<file path="src/rtl/dcache_pkg.sv">
// Shared types and default geometry for the 2-way set-associative data cache.
package dcache_pkg;

  typedef enum logic [1:0] {IDLE, FILL, WRITE} state_t;

  typedef logic way_t;

  localparam int ADDR_W_DEF   = 8;
  localparam int SET_BITS_DEF = 2;
  localparam int TAG_W        = ADDR_W_DEF - SET_BITS_DEF;
  localparam int NSETS        = 1 << SET_BITS_DEF;

  function automatic way_t other_way(input way_t w);
    return ~w;
  endfunction

endpackage

</file>
<file path="src/rtl/dcache_way_array.sv">
// One way of the cache: valid/tag/data per set, combinational read, synchronous write.
module dcache_way_array
  import dcache_pkg::*;
#(
  parameter int SET_W   = SET_BITS_DEF,
  parameter int TAG_LEN = TAG_W,
  parameter int ROWS    = NSETS,
  parameter int DATA_W  = 16
) (
  input  logic               clk,
  input  logic               rst,
  input  logic [SET_W-1:0]   rd_set,
  output logic               rd_valid,
  output logic [TAG_LEN-1:0] rd_tag,
  output logic [DATA_W-1:0]  rd_data,
  input  logic               wr_en,
  input  logic [SET_W-1:0]   wr_set,
  input  logic [TAG_LEN-1:0] wr_tag,
  input  logic [DATA_W-1:0]  wr_data
);

  logic [ROWS-1:0]    valid_q;
  logic [TAG_LEN-1:0] tag_q  [ROWS];
  logic [DATA_W-1:0]  data_q [ROWS];

  // Only the valid bits need clearing; tag/data are don't-care while invalid.
  always_ff @(posedge clk) begin
    if (!rst) begin
      valid_q <= '0;
    end else if (wr_en) begin
      valid_q[wr_set] <= 1'b1;
    end
  end

  always_ff @(posedge clk) begin
    if (rst && wr_en) begin
      tag_q[wr_set]  <= wr_tag;
      data_q[wr_set] <= wr_data;
    end
  end

  assign rd_valid = valid_q[rd_set];
  assign rd_tag   = tag_q[rd_set];
  assign rd_data  = data_q[rd_set];

endmodule

</file>
<file path="src/rtl/dcache_assoc.sv">
// 2-way set-associative, write-through, no-write-allocate data cache with true LRU.
// Handshakes: a CPU access completes in the cycle cpu_req & cpu_ready; a memory
// transfer is mem_req held high until the cycle mem_ack pulses, then drops.
module dcache_assoc
  import dcache_pkg::*;
#(
  parameter int ADDR_W   = 8,
  parameter int DATA_W   = 16,
  parameter int SET_BITS = 2,
  parameter int CNT_W    = 16
) (
  input  logic              clk,
  input  logic              rst,
  input  logic              cpu_req,
  input  logic              cpu_we,
  input  logic [ADDR_W-1:0] cpu_addr,
  input  logic [DATA_W-1:0] cpu_wdata,
  output logic [DATA_W-1:0] cpu_rdata,
  output logic              cpu_ready,
  output logic              hit,
  output logic              mem_req,
  output logic              mem_we,
  output logic [ADDR_W-1:0] mem_addr,
  output logic [DATA_W-1:0] mem_wdata,
  input  logic [DATA_W-1:0] mem_rdata,
  input  logic              mem_ack,
  output logic [CNT_W-1:0]  hit_cnt,
  output logic [CNT_W-1:0]  miss_cnt,
  output state_t            dbg_state
);

  localparam int TAG_BITS = ADDR_W - SET_BITS;
  localparam int SETS     = 1 << SET_BITS;

  logic [SET_BITS-1:0] set_idx;
  logic [TAG_BITS-1:0] tag_in;
  assign set_idx = cpu_addr[SET_BITS-1:0];
  assign tag_in  = cpu_addr[ADDR_W-1:SET_BITS];

  logic [1:0]          way_valid;
  logic [TAG_BITS-1:0] way_tag  [2];
  logic [DATA_W-1:0]   way_data [2];
  logic [1:0]          way_wr;
  logic [DATA_W-1:0]   wr_data;

  for (genvar w = 0; w < 2; w++) begin : g_way
    dcache_way_array #(
      .SET_W  (SET_BITS),
      .TAG_LEN(TAG_BITS),
      .ROWS   (SETS),
      .DATA_W (DATA_W)
    ) u_way (
      .clk     (clk),
      .rst     (rst),
      .rd_set  (set_idx),
      .rd_valid(way_valid[w]),
      .rd_tag  (way_tag[w]),
      .rd_data (way_data[w]),
      .wr_en   (way_wr[w]),
      .wr_set  (set_idx),
      .wr_tag  (tag_in),
      .wr_data (wr_data)
    );
  end

  state_t              state_q, state_d;
  logic [SETS-1:0]     lru_q;
  logic                mem_req_q, mem_we_q;
  logic [ADDR_W-1:0]   mem_addr_q;
  logic [DATA_W-1:0]   mem_wdata_q;
  logic [DATA_W-1:0]   rdata_q, rd_out;
  logic [CNT_W-1:0]    hit_cnt_q, miss_cnt_q;

  logic [1:0]          hit_w;
  way_t                hit_way, victim, lru_new;
  logic [DATA_W-1:0]   hit_data;
  logic                lru_upd, start_rd, start_wr, done, hit_inc, miss_inc;

  always_comb begin
    hit_w = '0;
    for (int w = 0; w < 2; w++) begin
      hit_w[w] = way_valid[w] && (way_tag[w] == tag_in);
    end
  end

  assign hit      = |hit_w;
  assign hit_way  = hit_w[1];
  assign hit_data = hit_w[1] ? way_data[1] : way_data[0];

  // Fill prefers an empty way (lowest first); otherwise the set's LRU way.
  always_comb begin
    if (!way_valid[0])      victim = 1'b0;
    else if (!way_valid[1]) victim = 1'b1;
    else                    victim = lru_q[set_idx];
  end

  assign wr_data = (state_q == FILL) ? mem_rdata : mem_wdata_q;

  always_comb begin
    state_d   = state_q;
    cpu_ready = 1'b0;
    rd_out    = rdata_q;
    way_wr    = '0;
    lru_upd   = 1'b0;
    lru_new   = 1'b0;
    start_rd  = 1'b0;
    start_wr  = 1'b0;
    done      = 1'b0;
    hit_inc   = 1'b0;
    miss_inc  = 1'b0;
    case (state_q)
      IDLE: begin
        if (!cpu_req) begin
          cpu_ready = 1'b1;
        end else if (cpu_we) begin
          start_wr = 1'b1;
          state_d  = WRITE;
        end else if (hit) begin
          cpu_ready = 1'b1;
          rd_out    = hit_data;
          lru_upd   = 1'b1;
          lru_new   = other_way(hit_way);
          hit_inc   = 1'b1;
        end else begin
          start_rd = 1'b1;
          miss_inc = 1'b1;
          state_d  = FILL;
        end
      end
      FILL: begin
        if (mem_ack) begin
          way_wr[victim] = 1'b1;
          lru_upd        = 1'b1;
          lru_new        = other_way(victim);
          cpu_ready      = 1'b1;
          rd_out         = mem_rdata;
          done           = 1'b1;
          state_d        = IDLE;
        end
      end
      WRITE: begin
        if (mem_ack) begin
          if (hit) begin
            way_wr[hit_way] = 1'b1;
            lru_upd         = 1'b1;
            lru_new         = other_way(hit_way);
          end
          cpu_ready = 1'b1;
          done      = 1'b1;
          state_d   = IDLE;
        end
      end
      default: state_d = IDLE;
    endcase
  end

  always_ff @(posedge clk) begin
    if (!rst) begin
      state_q     <= IDLE;
      lru_q       <= '0;
      mem_req_q   <= 1'b0;
      mem_we_q    <= 1'b0;
      mem_addr_q  <= '0;
      mem_wdata_q <= '0;
      rdata_q     <= '0;
      hit_cnt_q   <= '0;
      miss_cnt_q  <= '0;
    end else begin
      state_q <= state_d;
      rdata_q <= rd_out;
      if (lru_upd) lru_q[set_idx] <= lru_new;
      if (start_rd) begin
        mem_req_q  <= 1'b1;
        mem_we_q   <= 1'b0;
        mem_addr_q <= cpu_addr;
      end else if (start_wr) begin
        mem_req_q   <= 1'b1;
        mem_we_q    <= 1'b1;
        mem_addr_q  <= cpu_addr;
        mem_wdata_q <= cpu_wdata;
      end else if (done) begin
        mem_req_q <= 1'b0;
        mem_we_q  <= 1'b0;
      end
      if (hit_inc && (hit_cnt_q != {CNT_W{1'b1}}))   hit_cnt_q  <= hit_cnt_q + CNT_W'(1);
      if (miss_inc && (miss_cnt_q != {CNT_W{1'b1}})) miss_cnt_q <= miss_cnt_q + CNT_W'(1);
    end
  end

  assign cpu_rdata = rd_out;
  assign mem_req   = mem_req_q;
  assign mem_we    = mem_we_q;
  assign mem_addr  = mem_addr_q;
  assign mem_wdata = mem_wdata_q;
  assign hit_cnt   = hit_cnt_q;
  assign miss_cnt  = miss_cnt_q;
  assign dbg_state = state_q;

endmodule

</file>
<file path="config.mk">
export PLATFORM = sky130hd
export DESIGN_NAME = dcache_assoc
export DESIGN_NICKNAME = d
export VERILOG_FILES = /design/src/rtl/dcache_pkg.sv /design/src/rtl/dcache_way_array.sv /design/src/rtl/dcache_assoc.sv
export SDC_FILE = /design/constraint.sdc
export NUM_CORES = 1
export LEC_CHECK = 0
export ABC_AREA = 0
export ABC_CLOCK_PERIOD_IN_PS = 6150
export CAP_MARGIN = 15
export CORE_MARGIN = 5
export CORE_UTILIZATION = 56
export DETAILED_ROUTE_END_ITERATION = 12
export PLACE_DENSITY = 0.82
export REMOVE_ABC_BUFFERS = 1
export SYNTH_ARGS = -nofsm -noshare
export SYNTH_HDL_FRONTEND = slang
export SYNTH_SLANG_ARGS = --single-unit
</file>
<file path="constraint.sdc">
create_clock -name clk -period 6.15 [get_ports clk]
set_clock_uncertainty 0.05 [all_clocks]
set_input_delay 1.5375 -clock clk [delete_from_list [all_inputs] [get_ports clk]]
set_output_delay 1.5375 -clock clk [all_outputs]
set_load 0.01 [all_outputs]
</file>
== Word-level counts from Yosys, hierarchy flattened ==
Memories as Yosys holds them, arrays and structs flattened.
Cells that the tools add are included.

* Divide/modulo/power cells: 0
* Equality and inequality tests: 9
* Multiplexer cells: 63
* Reductions and logical operators: 18
* Multipliers: 0
* $add $sub $neg: 2
* Order comparisons: 6
* Bitwise operators: 6
* Shift-type cells: 0

{| class="wikitable"
|+ Operators by type and width
! cell !! count
|-
| $mux 16 || 6
|-
| $mux 1 || 35
|-
| $add 16x1->16 const B || 2
|-
| $ne 16x16->1 const B || 2
|-
| $pmux 16 s2 || 1
|-
| $mux 8 || 2
|-
| $mux 2 || 7
|-
| $eq 6x6->1 || 2
|-
| $logic_and 1x1->1 || 9
|-
| $or 4x4->4 || 2
|-
| $pmux 2 s2 || 2
|-
| $bmux 1 s2 || 3
|-
| $pmux 1 s3 || 2
|-
| $reduce_or 2->1 || 3
|-
| $bwmux 4 || 1
|-
| $lt 1x2->1 const B || 2
|-
| $not 1->1 || 4
|-
| $reduce_bool 2->1 || 2
|-
| $lt 2x3->1 const B || 1
|-
| $ne 3x3->1 const B || 1
|-
| $reduce_and 3->1 || 1
|-
| $reduce_bool 3->1 || 1
|-
| $demux 1 s1 || 2
|-
| $demux 1 s2 || 1
|-
| other kinds (9) || 10
|}

* Output and inout bits: 78
* Register bits: 88
* Input bits: 45
* Memory bits (read-only): 0
* Bits in writable memories: 176
* Bits in latches: 0
* Memories: 4
* Logic and storage cells: 119

{| class="wikitable"
|+ Memory list
! memory !! depth !! width !! read ports !! clocked after Yosys merged registers in !! wr ports !! RTL line !! RTL
|-
| g_way[0].u_way.data_q || 4 || 16 || 1 || 0 || 1 || dcache_way_array.sv:24 || <nowiki>logic [DATA_W-1:0] data_q [ROWS];</nowiki>
|-
| g_way[1].u_way.data_q || 4 || 16 || 1 || 0 || 1 || dcache_way_array.sv:24 ||
|-
| g_way[0].u_way.tag_q || 4 || 6 || 1 || 0 || 1 || dcache_way_array.sv:23 || <nowiki>logic [TAG_LEN-1:0] tag_q [ROWS];</nowiki>
|-
| g_way[1].u_way.tag_q || 4 || 6 || 1 || 0 || 1 || dcache_way_array.sv:23 ||
|}

== Logic depth before layout (Yosys ltp) ==
* Word-level depth: 13
* Gate-level depth with buffers: 12

== Modules after synthesis ==
From an unflattened synthesis, not the netlist that was laid out.

* Cells, all modules: 835
* Area total of the unflattened synthesis: 11441.0 um2

{| class="wikitable"
|+ By module, submodules not included
! module !! times used !! cells an instance !! area each (um2) !! sequential area each (um2)
|-
| dcache_way_array || 2 || 133 || 3405.8 || 2722.6
|-
| dcache_assoc || 1 || 569 || 4629.4 || 1601.5
|}

== Least setup slack after synthesis ==
OpenSTA, ideal clock, no wires.

* Kind: in2reg
* Start point: input port cpu_addr[0]
* End point: memory g_way[1].u_way.data_q[0][0] (enable)
* Setup time: 0.460 ns
* Data arrival time: 5.103 ns
* Path buffers: 2
* Path slack: 0.536 ns
* Cell stages on the path: 7
* Required time: 5.640 ns
* Cells stage by stage: buf_6 > buf_12 > mux4_2 > xnor2_1 > o2111a_2 > a22oi_1 > nor4_1

* Cells in the longest elaborated chain, start to end: 13

{| class="wikitable"
|+ RTL lines
! element !! RTL line !! RTL
|-
| start, declared || dcache_assoc.sv:16 || <nowiki>input logic [ADDR_W-1:0] cpu_addr,</nowiki>
|-
| $mem_v2 4x6, or another cell as far along || -- ||
|-
| $eq 6x6->1, or another cell as far along || dcache_assoc.sv:82 || <nowiki>hit_w[w] = way_valid[w] && (way_tag[w] == tag_in);</nowiki>
|-
| $logic_and 1x1->1 / $mux 1 (equally long branches) || dcache_assoc.sv:82, dcache_assoc.sv:93 ||
|-
| $lt 1x2->1 (not written as such), or another cell as far along || dcache_assoc.sv:144 || <nowiki>way_wr[hit_way] = 1'b1;</nowiki>
|-
| $logic_and 1x1->1 (not written as such), or another cell as far along || dcache_assoc.sv:144 ||
|-
| $mux 1 (not written as such) / $logic_and 1x1->1 (equally long branches) || dcache_assoc.sv:144, dcache_assoc.sv:132 ||
|-
| $demux 1 s1 / $mux 1 (equally long branches) || dcache_assoc.sv:144, dcache_assoc.sv:132 ||
|-
| $mux 2 / $demux 1 s1 (equally long branches) || dcache_assoc.sv:143, dcache_assoc.sv:132 ||
|-
| $mux 2, on equally long branches || dcache_assoc.sv:142, dcache_assoc.sv:131 ||
|-
| $pmux 2 s2 || dcache_assoc.sv:111 || <nowiki>case (state_q)</nowiki>
|-
| $logic_and 1x1->1 || dcache_way_array.sv:36 || <nowiki>if (rst && wr_en) begin</nowiki>
|-
| $mux 1 || dcache_way_array.sv:36 ||
|-
| $mux 1 (not written as such) || dcache_way_array.sv:38 || <nowiki>data_q[wr_set] <= wr_data;</nowiki>
|-
| end, declared || dcache_way_array.sv:24 ||
|}

Parallel ways exist; a longest one is shown, timed or not. The select of a mux whose other input is x is not followed.

== Worst setup path after layout ==
* Start point: input port cpu_addr[2]
* End point: output port cpu_rdata[2]

* Cells in the longest elaborated chain, start to end: 7

{| class="wikitable"
|+ RTL lines
! element !! RTL line !! RTL
|-
| $eq 6x6->1 || dcache_assoc.sv:82 ||
|-
| $logic_and 1x1->1 || dcache_assoc.sv:82 ||
|-
| $mux 16 / $reduce_or 2->1 (equally long branches) || dcache_assoc.sv:88, dcache_assoc.sv:86 ||
|-
| $mux 16 * || dcache_assoc.sv:118 || <nowiki>end else if (hit) begin</nowiki>
|-
| $mux 16 * || dcache_assoc.sv:115 || <nowiki>end else if (cpu_we) begin</nowiki>
|-
| $mux 16 * || dcache_assoc.sv:113 || <nowiki>if (!cpu_req) begin</nowiki>
|-
| $pmux 16 s2 * || dcache_assoc.sv:111 ||
|-
| end, declared || dcache_assoc.sv:18 || <nowiki>output logic [DATA_W-1:0] cpu_rdata,</nowiki>
|}

Mark *: on every way between the ends. The rest lies on a longest branch, timed or not.

==> metrics list <==
* Starting utilization of the core area: 56.42%
- The worst-case IR drop observed on VDD is 246.7 uV.
- The synthesized design spends more area on one cell type than any other, namely sky130_fd_sc_hd__edfxtp_1.
- Critical path buffers and inverters: 5
* Pin count of the biggest net entering global routing: 47
- Worst-case headroom to the max-slew limit: 23.26%
- Traced cell by cell, the critical path runs through clkdlybuf4s50_1 > xnor2_1 > nor4_1 > o2111ai_1 > buf_12 > nand4_1 > buf_12 > nor2_1 > o31ai_1 > buf_4 > clkdlybuf4s50_1.
- The first detailed-routing pass took 5 iterations.
- Per report_power, the clock group accounts for 45.8% of the total.
* Arrival time worst endpoint: 4.46 ns
- Summing every instance area after synthesis gives 11340 um^2.
- Sequential cells account for 46.1% of the total power.
* Number of failing hold endpoints at the final stage: 0
- The flow ran to the end, and the final reports show no timing, DRC or antenna violations.
- The area growth from synthesis to layout is 24.54%.
- Die outline width: 152.3 um
- Setup repair after global routing left no endpoint under its margin.
- The via count of the first global-routing pass is 8171.
- Using the TritonRoute via totals, the vias-per-cell ratio works out to 6.173.
- The cell sitting at the root of the clock tree is a sky130_fd_sc_hd__clkbuf_16.
- Overall routed net length: 29.64 mm
- Of all nets on the critical path, the largest fanout is 22.
- Average footprint of a synthesized cell: 13.45 um^2
- In this design, the stage delay of the slowest critical-path cell is 0.58 ns.
- Final slew viol count: 0
- Number of nets with antenna violations after detailed routing: 0
* Core region area: 20100 um^2
* Number of ports placed on the die boundary: 123
- Setup total negative slack on the finished layout was measured at 0 ns.
- At the later pin of the worst-skew pair, clock insertion delay measures 0.53 ns.
* Max Cap Violations: 0
- Antenna diodes: 0
- Vias: 7907
* Top flip-flop cell by instance count after synthesis: sky130_fd_sc_hd__edfxtp_1
* Ratio of cells with drive above 1 in the final layout: 18.20%
* First-pass GRT wire length: 46.09 mm
- Largest cells by area after synthesis: sky130_fd_sc_hd__edfxtp_1 (47%), sky130_fd_sc_hd__dfxtp_1 (16%), sky130_fd_sc_hd__mux4_2 (7.1%), sky130_fd_sc_hd__mux2_2 (3.1%), sky130_fd_sc_hd__nand2_1 (2.4%)
* Post-synth EDFFs: 176
* Power per unit of standard cell area: 297.0 nW/um^2
* Port Buffer Count: 122
- GR Overflow Total: 0
- Critical-path top delay cell: sky130_fd_sc_hd__clkdlybuf4s50_1
- The detailed router finished its first iteration with 789 violations.
- Number of DRC violations after detailed routing: 0
* Worst setup path category: in2out
* Area share of the largest cell type after synthesis: 46.60%
- Overall fraction of global-route tracks in use: 25.04%
- TritonCTS built the clock tree.
* Minimum period implied by the final worst setup slack: 6.049 ns
- CTS built an H-tree with a depth of 1.
- Post-route insts no fill: 1281
- The netlist uses 61 different library cells.
* Deepest clock path buffer count: 3
- Final nets: 1041
- Number of antenna violations at the first check in global routing: 0
- The internal portion of the total power is 3.307 mW.
* Cell count after placement: 1230
- Of the total power, combinational logic draws 8.1%.
- CTS saw 264 sinks.
- Yosys printed 0 warnings.
- The HPWL after detailed placement is 18.09 mm.
- Wire per inst: 23.14 um
- Net switching power figure: 0.8885 mW
* GPL Wtd Cong: 0.8502
- Die outline area: 23200 um^2
* FP Rows: 52
- The worst hold path belongs to the class reg2reg.
* Gate count of the mapped netlist: 843
- Ys async rst share: 0%
- Synthesized flop and latch total: 264
- Transition time of the tightest slew-check pin: 1.148 ns
- Startpoint type of the worst setup path: input pin
- Sequential-to-total area share from yosys stat: 62.13%
- Final setup viols: 0
- Worst path required time: 4.56 ns
- Number of buffers added by the clock tree synthesis step: 27
* Fill cell total of the finished layout: 1292
* Leak: 4.897 nW
- The worst path uses 98.36% of the clock period.
- Grouping stages by cell kind, the critical path spends the most delay in buffers and inverters.
- Switching fraction of total power: 21.18%
* Clock slew at the register clock pins of the worst setup and hold paths: 0.06 ns
- Critical Path End Type: output pin
* Chip height: 152.3 um
- Timing would allow up to 0.1653 GHz.
[cell type report]
| cell class | count | area, um^2 | area share, % |
|---|---|---|---|
| Tap cell | 270 | 337.8 | 2.392 |
| Clock inverter | 18 | 334.1 | 2.365 |
| Sequential cell | 264 | 7047 | 49.89 |
| Timing Repair Buffer | 170 | 1618 | 11.45 |
| Multi-Input combinational cell | 520 | 4026 | 28.50 |
| Inverter | 7 | 26.28 | 0.1860 |
| Clock buffer | 32 | 737.0 | 5.217 |
[state kept, by name, summed over array words and instances, names as in the netlist]
name and flops:
mem_addr 8, miss_cnt 16, lru_q 4, rdata_q 16
dbg_state 2, g_way.u_way.valid_q 8, g_way.u_way.tag_q 48, hit_cnt 16
mem_we 1, g_way.u_way.data_q 128, mem_wdata 16, mem_req 1
[synthesized netlist by cell type (all sizes together) (3+ instances only)]
| cell | n |
|---|---|
| nor4 | 5 |
| and2 | 22 |
| and4 | 4 |
| nor2 | 38 |
| o31ai | 20 |
| ha | 6 |
| nor3 | 10 |
| a211oi | 6 |
| a21o | 6 |
| nand2b | 10 |
| and3 | 12 |
| xor2 | 16 |
| mux4 | 39 |
| xnor2 | 19 |
| a21oi | 54 |
| buf | 15 |
| or4 | 3 |
| nor2b | 6 |
| a31oi | 3 |
| a22oi | 18 |
| o21ai | 31 |
| edfxtp | 176 |
| dfxtp | 88 |
| o311ai | 4 |
| clkbuf | 35 |
| mux2i | 19 |
| or3 | 9 |
| inv | 7 |
| nand3 | 29 |
| mux2 | 31 |
| nand4 | 9 |
| nand2 | 72 |
[repair_timing]
action / 4_1_cts / 5_1_grt
hold buffers: 0 / 0
pin swaps: 1 / 0
resized for setup: 2 / 6
buffers inserted: 1 / 0
cloned: 0 / 0
endpoints found under the setup margin: 9 / 6
[stage by stage]
step / cell area, um^2 / setup slack (ns) / util (%) / power [mW] / hold slack (ns)
after floorplan: 11060 / 0.7150 / - / 2.120 / 0.3679
after global placement: 13030 / 0.08421 / 64.79 / 2.290 / 0.3857
after detailed placement: 13030 / 0.01016 / 64.79 / 2.298 / 0.3938
after CTS: 14110 / 0.04560 / 70.16 / 4.213 / 0.4089
after global routing: 14130 / 0.02465 / 70.26 / 4.322 / 0.4335
final: 14130 / 0.1007 / 70.26 / 4.195 / 0.4133
[cells in the final DEF (no fill, tap or decap), types with 4 or more instances in the layout]
cell	instances
sky130_fd_sc_hd__nand4_1	9
sky130_fd_sc_hd__and3_1	12
sky130_fd_sc_hd__xnor2_1	19
sky130_fd_sc_hd__buf_4	45
sky130_fd_sc_hd__a211oi_1	6
sky130_fd_sc_hd__clkdlybuf4s50_1	117
sky130_fd_sc_hd__dfxtp_1	88
sky130_fd_sc_hd__xor2_1	16
sky130_fd_sc_hd__mux2i_1	19
sky130_fd_sc_hd__nor3_1	6
sky130_fd_sc_hd__nor2_1	35
sky130_fd_sc_hd__o31ai_1	18
sky130_fd_sc_hd__clkbuf_16	29
sky130_fd_sc_hd__a21o_1	6
sky130_fd_sc_hd__ha_1	6
sky130_fd_sc_hd__and2_1	22
sky130_fd_sc_hd__edfxtp_1	176
sky130_fd_sc_hd__nand2b_1	10
sky130_fd_sc_hd__mux2_2	31
sky130_fd_sc_hd__mux4_2	36
sky130_fd_sc_hd__nor3_2	4
sky130_fd_sc_hd__o21ai_0	31
sky130_fd_sc_hd__nand2_1	72
sky130_fd_sc_hd__a22oi_1	18
sky130_fd_sc_hd__inv_1	6
sky130_fd_sc_hd__nor2b_1	6
sky130_fd_sc_hd__or3_1	7
sky130_fd_sc_hd__a21oi_1	52
sky130_fd_sc_hd__nor4_1	4
sky130_fd_sc_hd__bufinv_16	9
sky130_fd_sc_hd__nand3_1	29
[final timing paths]
path	end	startpoint	cells after the start	slack, ns
setup / recovery	cpu_rdata[2]	cpu_addr[2]	11	0.10
hold / removal	g_way[0].u_way.valid_q[3]$_SDFFE_PN0P_	g_way[0].u_way.valid_q[3]$_SDFFE_PN0P_	2	0.41
setup reg to reg	g_way[0].u_way.data_q[3][10]$_DFFE_PP_	g_way[0].u_way.tag_q[1][3]$_DFFE_PP_	9	2.72
hold reg to reg	g_way[0].u_way.valid_q[3]$_SDFFE_PN0P_	g_way[0].u_way.valid_q[3]$_SDFFE_PN0P_	2	0.41
[routing by layer]
layer,wire length (um),track usage [%],part of all wire (%),up-vias
li1,-,-,-,3511
met1,11410,33.15,38,3858
met2,14450,41.87,49,452
met3,2774,4.771,9.4,86
met4,1011,8.647,3.4,0
met5,0,0,0,-
[power by group through the flow]
stage / Sequential [mW] / Combinational [mW] / Clock, mW
2_1_floorplan: 1.97 / 0.147 / 0
3_3_place_gp: 1.97 / 0.321 / 0
3_5_place_dp: 1.97 / 0.328 / 0
4_1_cts: 1.93 / 0.336 / 1.95
5_1_grt: 1.93 / 0.363 / 2.03
6_report: 1.93 / 0.339 / 1.92
[cell families (layout without fill, tap and decap cells)]
family / Yosys count / in the layout / share of synthesized area (%)
DFF: 264 / 264 / 62.13
xor gates and xnor gates: 35 / 35 / 2.703
buffers and inverters: 59 / 227 / 2.758
and+or+nand+nor: 234 / 234 / 10.34
adders and majority gates: 6 / 6 / 0.6619
AOI/OAI and AO/OA: 156 / 156 / 8.814
muxes: 89 / 89 / 12.60
[worst min-delay path, delay by kind of cell, from the launching register on]
family | cells | cell delay [ns]
DFF | 1 | 0.33
AOI/OAI and AO/OA | 1 | 0.06
and+or+nand+nor | 1 | 0.04
(Power assumes the default switching activity.)
